==> src/rtl/bp_pkg.sv <==
// Shared definitions for the fetch next-PC predictor: the BTB entry layout,
// the 2-bit counter encodings and the fetch reset vector.
package bp_pkg;

  localparam int ENTRY_W   = 35;
  localparam int IDX_W     = 5;
  localparam int VALID_BIT = 34;
  localparam int CTR_HI    = 33;
  localparam int CTR_LO    = 32;
  localparam int TGT_MSB   = 31;

  localparam logic [1:0] WEAK_TAKEN = 2'b10;
  localparam logic [1:0] CTR_MAX    = 2'b11;
  localparam logic [1:0] CTR_MIN    = 2'b00;

  localparam logic [31:0] RESET_PC = 32'h0000_0000;

  // Field order matches the flat entry: [34] valid, [33:32] ctr, [31:0] target.
  typedef struct packed {
    logic        valid;
    logic [1:0]  ctr;
    logic [31:0] target;
  } btb_entry_t;

  // An entry predicts taken only when it is valid and its counter is in a taken state.
  function automatic logic entry_pred_taken(input btb_entry_t e);
    return e.valid & e.ctr[1];
  endfunction

endpackage

==> src/rtl/bp_sat_ctr.sv <==
// Two-bit saturating up/down counter, next-value only; the owner holds the state.
module bp_sat_ctr
  import bp_pkg::*;
(
  input  logic [1:0] ctr_i,
  input  logic       up_i,
  output logic [1:0] ctr_o
);

  always_comb begin
    ctr_o = ctr_i;
    if (up_i) begin
      if (ctr_i != CTR_MAX) ctr_o = ctr_i + 2'd1;
    end else begin
      if (ctr_i != CTR_MIN) ctr_o = ctr_i - 2'd1;
    end
  end

endmodule

==> src/rtl/next_pc_predictor.sv <==
// Fetch PC register, same-cycle BTB prediction, EX-side resolution with
// flush/redirect, and the registered BTB update write port.
module next_pc_predictor
  import bp_pkg::*;
(
  input  logic               clk,
  input  logic               rst,
  input  logic               stall,
  output logic [31:0]        pc,
  output logic [IDX_W-1:0]   btb_r_address,
  input  logic [ENTRY_W-1:0] btb_re_data,
  output logic [ENTRY_W-1:0] pred_entry,
  input  logic               ex_valid,
  input  logic [31:0]        ex_pc,
  input  logic               ex_taken,
  input  logic [31:0]        ex_target,
  input  logic [ENTRY_W-1:0] ex_pred_entry,
  output logic               flush,
  output logic [IDX_W-1:0]   btb_w_address,
  output logic [ENTRY_W-1:0] btb_wr_data,
  output logic               btb_we,
  output logic [15:0]        mispredict_cnt
);

  logic [31:0]      pc_q, pc_d;
  logic             btb_we_q, btb_we_d;
  logic [IDX_W-1:0] w_addr_q, w_addr_d;
  btb_entry_t       wr_entry_q, wr_entry_d;
  logic             last_wr_valid_q, last_wr_valid_d;
  logic [15:0]      mis_cnt_q, mis_cnt_d;

  btb_entry_t       rd_entry;
  btb_entry_t       ex_entry;
  btb_entry_t       eff_entry;
  logic [IDX_W-1:0] ex_idx;
  logic             fwd_hit;
  logic             mispredict;
  logic [1:0]       ctr_next;
  logic [31:0]      redirect_pc;

  assign rd_entry      = btb_entry_t'(btb_re_data);
  assign ex_entry      = btb_entry_t'(ex_pred_entry);
  assign ex_idx        = ex_pc[IDX_W+1:2];
  assign btb_r_address = pc_q[IDX_W+1:2];
  assign pred_entry    = btb_re_data;

  // The entry EX carries may predate a write still held on the write port,
  // so the held write wins when it targets the same index.
  always_comb begin
    fwd_hit   = last_wr_valid_q && (w_addr_q == ex_idx);
    eff_entry = fwd_hit ? wr_entry_q : ex_entry;
  end

  always_comb begin
    mispredict = 1'b0;
    if (ex_valid) begin
      mispredict = (ex_taken != entry_pred_taken(eff_entry)) ||
                   (ex_taken && (eff_entry.target != ex_target));
    end
  end

  assign flush = rst & mispredict;

  bp_sat_ctr u_sat_ctr (
    .ctr_i (eff_entry.ctr),
    .up_i  (ex_taken),
    .ctr_o (ctr_next)
  );

  always_comb begin
    redirect_pc = ex_taken ? ex_target : (ex_pc + 32'd4);
    if (flush) begin
      pc_d = redirect_pc;
    end else if (stall) begin
      pc_d = pc_q;
    end else if (entry_pred_taken(rd_entry)) begin
      pc_d = rd_entry.target;
    end else begin
      pc_d = pc_q + 32'd4;
    end
  end

  // Write address/data stay put between writes; only the strobe pulses.
  always_comb begin
    btb_we_d   = 1'b0;
    w_addr_d   = w_addr_q;
    wr_entry_d = wr_entry_q;
    if (ex_valid) begin
      if (!eff_entry.valid) begin
        if (ex_taken) begin
          btb_we_d          = 1'b1;
          w_addr_d          = ex_idx;
          wr_entry_d.valid  = 1'b1;
          wr_entry_d.ctr    = WEAK_TAKEN;
          wr_entry_d.target = ex_target;
        end
      end else begin
        btb_we_d          = 1'b1;
        w_addr_d          = ex_idx;
        wr_entry_d.valid  = 1'b1;
        wr_entry_d.ctr    = ctr_next;
        wr_entry_d.target = ex_taken ? ex_target : eff_entry.target;
      end
    end
    last_wr_valid_d = last_wr_valid_q | btb_we_d;
  end

  always_comb begin
    mis_cnt_d = mis_cnt_q;
    if (flush && (mis_cnt_q != 16'hFFFF)) mis_cnt_d = mis_cnt_q + 16'd1;
  end

  always_ff @(posedge clk) begin
    if (!rst) begin
      pc_q            <= RESET_PC;
      btb_we_q        <= 1'b0;
      w_addr_q        <= '0;
      wr_entry_q      <= '0;
      last_wr_valid_q <= 1'b0;
      mis_cnt_q       <= '0;
    end else begin
      pc_q            <= pc_d;
      btb_we_q        <= btb_we_d;
      w_addr_q        <= w_addr_d;
      wr_entry_q      <= wr_entry_d;
      last_wr_valid_q <= last_wr_valid_d;
      mis_cnt_q       <= mis_cnt_d;
    end
  end

  assign pc             = pc_q;
  assign btb_we         = btb_we_q;
  assign btb_w_address  = w_addr_q;
  assign btb_wr_data    = wr_entry_q;
  assign mispredict_cnt = mis_cnt_q;

endmodule

==> config.mk <==
export PLATFORM = sky130hd
export DESIGN_NAME = next_pc_predictor
export DESIGN_NICKNAME = d
export VERILOG_FILES = /design/src/rtl/bp_pkg.sv /design/src/rtl/bp_sat_ctr.sv /design/src/rtl/next_pc_predictor.sv
export SDC_FILE = /design/constraint.sdc
export NUM_CORES = 1
export LEC_CHECK = 0
export ABC_AREA = 1
export BUFFER_PORTS_ARGS = -buffer_cell sky130_fd_sc_hd__buf_2
export CAP_MARGIN = 25
export CORE_MARGIN = 3
export CORE_UTILIZATION = 30
export DETAILED_ROUTE_END_ITERATION = 8
export SKIP_LAST_GASP = 1
export SLEW_MARGIN = 20
export SYNTH_ARGS = -nofsm -noshare
export SYNTH_HDL_FRONTEND = slang
export SYNTH_SLANG_ARGS = --single-unit
==> constraint.sdc <==
create_clock -name clk -period 3.5 [get_ports clk]
set_clock_uncertainty 0.2 [all_clocks]
set_input_delay 0.875 -clock clk [delete_from_list [all_inputs] [get_ports clk]]
set_output_delay 0.875 -clock clk [all_outputs]
set_load 0.01 [all_outputs]
After elaboration in Yosys (flattened, before gate mapping). Index checks and enable logic that the tools add are counted.

$add $sub $neg: 5. $mul: 0. Div/mod/pow operators: 0. Magnitude comparators: 0. Equality and inequality tests: 6. Shift-type cells: 0. Muxes and demuxes: 17. Bitwise operators: 4. Reduce and logical (&&, ||, !) cells: 7.

Operators by type and width (count): $mux 32 (5); $mux 35 (3); $add 32x3->32 const B (2); $ne 32x32->1 (1); $add 16x1->16 const B (1); $ne 16x16->1 const B (1); $mux 5 (2); $mux 2 (3); $eq 5x5->1 (1); $mux 1 (4); $reduce_bool 2->1 (2); $and 1x1->1 (3); $logic_and 1x1->1 (3); $add 2x1->2 const B (1); $ne 2x1->1 const B (1); $ne 2x2->1 const B (1); $reduce_and 2->1 (1); $sub 2x1->2 const B (1); $logic_or 1x1->1 (1); $ne 1x1->1 (1); $or 1x1->1 (1).

Bits in registers: 90. Bits in latches: 0. Memory bits (writable): 0. Bits in read-only memories: 0. Output and inout bits: 130. Logic and storage cells: 47. Memories kept: 0.

Longest topological paths before layout.
Depth in word-level cells: 9. Gate-level depth with buffers: 22.

Cells and area by module. From an unflattened synthesis, not the netlist that was laid out.

Cells, all modules: 1363. Area, all modules: 7830.0 um^2.

Modules (own cells, without submodules): next_pc_predictor (instances 1, cells each 1357, area an instance 7805.0 um^2, seq. area each 1801.7 um^2); bp_sat_ctr (instances 1, cells each 6, area an instance 25.0 um^2, seq. area each 0.0 um^2).

Worst setup path before layout. Ideal clock, no wire load.

Path kind: input -> output. From: in ex_pc[4]. To: out flush. Arrival: 2.586 ns. Slack: -0.161 ns. Stages: 15. Buffers on the path: 3. Cell sequence: buf_4 -> nand2_1 -> nand2_1 -> nor2_1 -> buf_2 -> nand3_1 -> nand3b_1 -> nand2_1 -> nor2_1 -> nand2_1 -> nor2_1 -> nand3_1 -> o21ai_4 -> inv_2 -> buf_2.

Word-level cells in the longest chain between the ends: 8. Elaborated cells on any way between the ends: 10. Classes of those cells: eq/ne: 3; mux: 2; bitwise: 2; reduce/logical: 3.

RTL lines: from (decl) (RTL line next_pc_predictor.sv:14) `input logic [31:0] ex_pc,`; $eq 5x5->1 (*) (RTL line next_pc_predictor.sv:50) `fwd_hit = last_wr_valid_q && (w_addr_q == ex_idx);`; $logic_and 1x1->1 (*) (RTL line next_pc_predictor.sv:50); $mux 35 (*) (RTL line next_pc_predictor.sv:51) `eff_entry = fwd_hit ? wr_entry_q : ex_entry;`; $ne 32x32->1 or $and 1x1->1 (tied branches) (RTL line next_pc_predictor.sv:58, bp_pkg.sv:27); $logic_and 1x1->1 or $ne 1x1->1 (tied branches) (RTL line next_pc_predictor.sv:58, next_pc_predictor.sv:57); $logic_or 1x1->1 (*) (RTL line next_pc_predictor.sv:57) `mispredict = (ex_taken != entry_pred_taken(eff_entry)) ||`; $mux 1 (*) (RTL line next_pc_predictor.sv:56) `if (ex_valid) begin`; $and 1x1->1 (*) (RTL line next_pc_predictor.sv:62) `assign flush = rst & mispredict;`; to (decl) (RTL line next_pc_predictor.sv:18) `output logic flush,`.

Mark *: on every way between the ends. The rest lies on a longest branch, timed or not.

Worst setup path after layout.
From: in ex_pc[6]. To: out flush.

The elaborated chain is that of the path after synthesis.

==> reports/qor.tcl <==
set qor(worstPathRequired_ps) 2420
set qor(unrepaired_setup_endpoints_after_global_routing) {true}
set qor(dominant_combinational_cell_family_by_area_after_synthesis) {simple AND/OR/NAND/NOR gates}
set qor(worst_r2r_path_depth) 22
set qor(chipHeight_um) 170
set qor(drtPass1Iterations) 5
set qor(ys_seq_elements) 90
set qor(post_synth.cell_area_avg_um2) 5.56
set qor(core_region_area_mm2) 0.0263
set qor(critical_path_start_end_classification) {input pin to output port}
set qor(fin_nets) 1901
set qor(initial_antenna_violation_count) 2
set qor(timing.critical_path.from_type) {input pin}
set qor(grtUsageTotal_pct) 23.6
set qor(initial_utilization_pct) 30.7
set qor(crit_path_cell_trace) {buf_6 -> inv_4 -> nand2_4 -> a21oi_4 -> nand3_4 -> buf_6 -> buf_4 -> nand2_1 -> nand3_1 -> nand2_1 -> nand3_1 -> nor2_1 -> nand3_2 -> o21ai_4 -> inv_2 -> buf_2}
set qor(grt_max_degree) 34
set qor(die_width_um) 170
set qor(power.ir.vdd_worst_v) 0.000209
set qor(synth-xor-area-share_pct) 4.66
set qor(slowest_delay_ps) 180
set qor(netlist_area_mm2) 0.00808
set qor(postLayoutCellArea_mm2) 0.0109
set qor(cts_max_path_buffers) 2
set qor(vias) 10575
set qor(dp_slack_ps) -354
set qor(detail-route-antenna-nets) 0
set qor(timing.hold.worst.class) {register to register}
set qor(synthDistinctLibCells) 39
set qor(numPortBuffers) 266
set qor(wl_mm) 36.1
set qor(worstSetupPathDepth) 16
set qor(place_congestion) 0.939
set qor(setup.worst_path.end_class) {output port}
set qor(holdBufCountCts) 0
set qor(synthesis.nets) 1595
set qor(dpl.cell_count) 2066
set qor(routed_wire_length_per_instance_um) 17.2
set qor(i_o_pins) 269
set qor(slew_viol_final) 0
set qor(area_growth_syn_to_layout_pct) 35.2
set qor(basic_gate_share_of_the_synthesized_area_counting_and_or_nand_and_nor_cells_pct) 45.9
set qor(max_clock_freq_mhz) 261
set qor(cts_root_buf) {sky130_fd_sc_hd__clkbuf_16}
set qor(crit_path_max_fanout) 10
set qor(max-slew-margin-rel_pct) 63.5
set qor(sequential_fraction_of_the_synthesis_area_pct) 22.3
set qor(final_hold_viol_count) 0
set qor(cpMaxStageDelayCell) {sky130_fd_sc_hd__a21oi_4}
set qor(rows) 59
set qor(post_dp_cell_area_mm2) 0.0102
set qor(min_path_cells) 2
set qor(cts_inserted_buffers) 9
set qor(design.die.area_mm2) 0.0289
set qor(timing.critical_path.arrival_ps) 2750
set qor(yosys_warnings) 0
set qor(outcome) {complete, but fails checks}
set qor(period_share_pct) 109
set qor(tritoncts) {built}
set qor(max_slew.worst_pin.slew_ps) 548
set qor(fillCellCount) 2920
set qor(first_global_vias) 9616
set qor(avgViaCountPerCell) 5.04
set qor(post_layout_nonfiller_instances) 2100
set qor(worst_slack_ps) -327
set qor(setup_viol) 1
set qor(drt_first_iter_violations) 871
set qor(grt_overflow) 0
set qor(maxCapViolations) 0
set qor(p_leak_nw) 5.56
set qor(setup.reg_to_reg.worst_slack_ps) 240
set qor(clock_insertion_delay_worst_skew_ps) 360
set qor(synth_compound_gate_area_share_pct) 11.9
set qor(post_synth_fa_ha_maj_area_fraction_pct) 0.465
set qor(worst_path_dominant_cell_family) {simple AND/OR/NAND/NOR gates}
set qor(clock-sinks) 90
set qor(clk_pin_slew_worst_paths_ps) 70
set qor(design_power_total_mw) 3.19
set qor(time_the_final_worst_path_needs_with_i_o_delays_and_setup_ps) 3830
set qor(global_route_wire_length_before_repair_mm) 53.0
set qor(post_route_setup_tns_ps) -327
set qor(power-per-cell-area_mw_per_mm2) 292
set qor(ratio_of_cells_with_drive_above_1_in_the_final_layout_pct) 26.6
set qor(detail_route.drc_violations) 0
set qor(post-dp-hpwl_mm) 28.4
set qor(critPathBufInv) 6
set qor(syn_inst) 1453
set qor(synth_mux_area_share_pct) 0.248
set qor(cts.htree.levels) 3
set qor(failed_checks) {setup timing}
[cell usage in the layout (no fill, tap or decap), drive strengths merged, types with 10 or more instances in the layout]
master,count
a21oi,79
nor3,21
inv,160
nand4,15
nand3,165
xnor2,12
nor2,168
dfxtp,90
xor2,31
nand3b,22
clkbuf,13
nand2,473
buf,395
o21ai,61
nor4,10
[routing by layer]
layer  wire length [µm]  track usage [%]
met1              15300             31.1
met2              16500             38.3
met3               2820             4.11
met4               1450             9.24
met5                 19                0
[path summary, 6_finish.rpt]
path,from,to
worst max-delay path,ex_pc[6],flush
worst min-delay path,btb_wr_data[9]$_SDFFE_PN0P_,btb_wr_data[9]$_SDFFE_PN0P_
worst max register to register,btb_w_address[3]$_SDFFE_PN0P_,btb_wr_data[20]$_SDFFE_PN0P_
worst min register to register,btb_wr_data[9]$_SDFFE_PN0P_,btb_wr_data[9]$_SDFFE_PN0P_
[through the flow]
step	hold slack [ps]	utilization (%)
detailed placement	273	39.0
global placement	270	39.0
global route	307	41.5
floorplan	251	-
CTS	290	40.9
finish	287	41.5
[cells in the mapped netlist, drive strengths merged]
master / count / share of area [%]
nor2: 168 / 7.8
inv: 158 / 7.3
a311oi: 3 / 0.33
a22oi: 1 / 0.093
dfxtp: 90 / 22
o21a: 1 / 0.093
o32ai: 2 / 0.22
xor2: 31 / 3.4
a21oi: 79 / 4.9
nand2: 473 / 22
clkinv: 2 / 0.093
o21ai: 61 / 3.9
or2: 5 / 0.39
nor3: 21 / 1.3
nand4: 15 / 1.2
ha: 3 / 0.46
mux2i: 2 / 0.25
o31ai: 5 / 0.46
o21bai: 1 / 0.093
nand3b: 22 / 2.0
clkbuf: 36 / 1.7
a31oi: 3 / 0.23
nor4: 10 / 0.77
nand3: 165 / 10
nor3b: 2 / 0.19
buf: 65 / 5.3
a32oi: 2 / 0.22
xnor2: 12 / 1.3
o211ai: 4 / 0.37
o22ai: 3 / 0.23
o221ai: 3 / 0.33
a211oi: 5 / 0.46
[area by class of cell]
class | count | area [µm²] | area share (%)
inverters | 160 | 603 | 5.52
diodes | 1 | 2.50 | 0.0229
repair buffers | 396 | 2480 | 22.7
clock inverters | 4 | 56.3 | 0.516
multi-input cells | 1102 | 5310 | 48.6
clock buffers | 12 | 246 | 2.26
flip-flops and latches | 90 | 1800 | 16.5
well taps | 335 | 419 | 3.84
[flip-flops by register name, indices dropped and copies added (netlist names)]
signal	count
btb_we	1
pc	32
mispredict_cnt	16
btb_wr_data	35
btb_w_address	5
last_wr_valid_q	1
[kinds of logic after synthesis]
family          count (synthesis)
simple gates                  881
buf+inv                       261
compound gates                173
flops                          90
xor+xnor                       43
fa+ha+maj                       3
mux                             2
[worst reg2reg max path: cells and delay by family (launching register included)]
kind / cells / cell delay [ps]
buffers and inverters: 14 / 1750
AND/OR/NAND/NOR: 6 / 540
flip-flops: 1 / 410
AO/OA/AOI/OAI: 2 / 240
[power breakdown]
group,internal (mW),switching (mW),leakage (nW)
combinational,0.396,0.591,4.68
clock,0.582,0.469,0.148
sequential,1.08,0.0683,0.737
[repair_timing]
item                       CTS  global route
gates cloned                 1             1
resized for setup           14            48
pin swaps                   13            17
setup buffers               16             6
setup endpoints to repair    1            29
(Power assumes the default switching activity.)
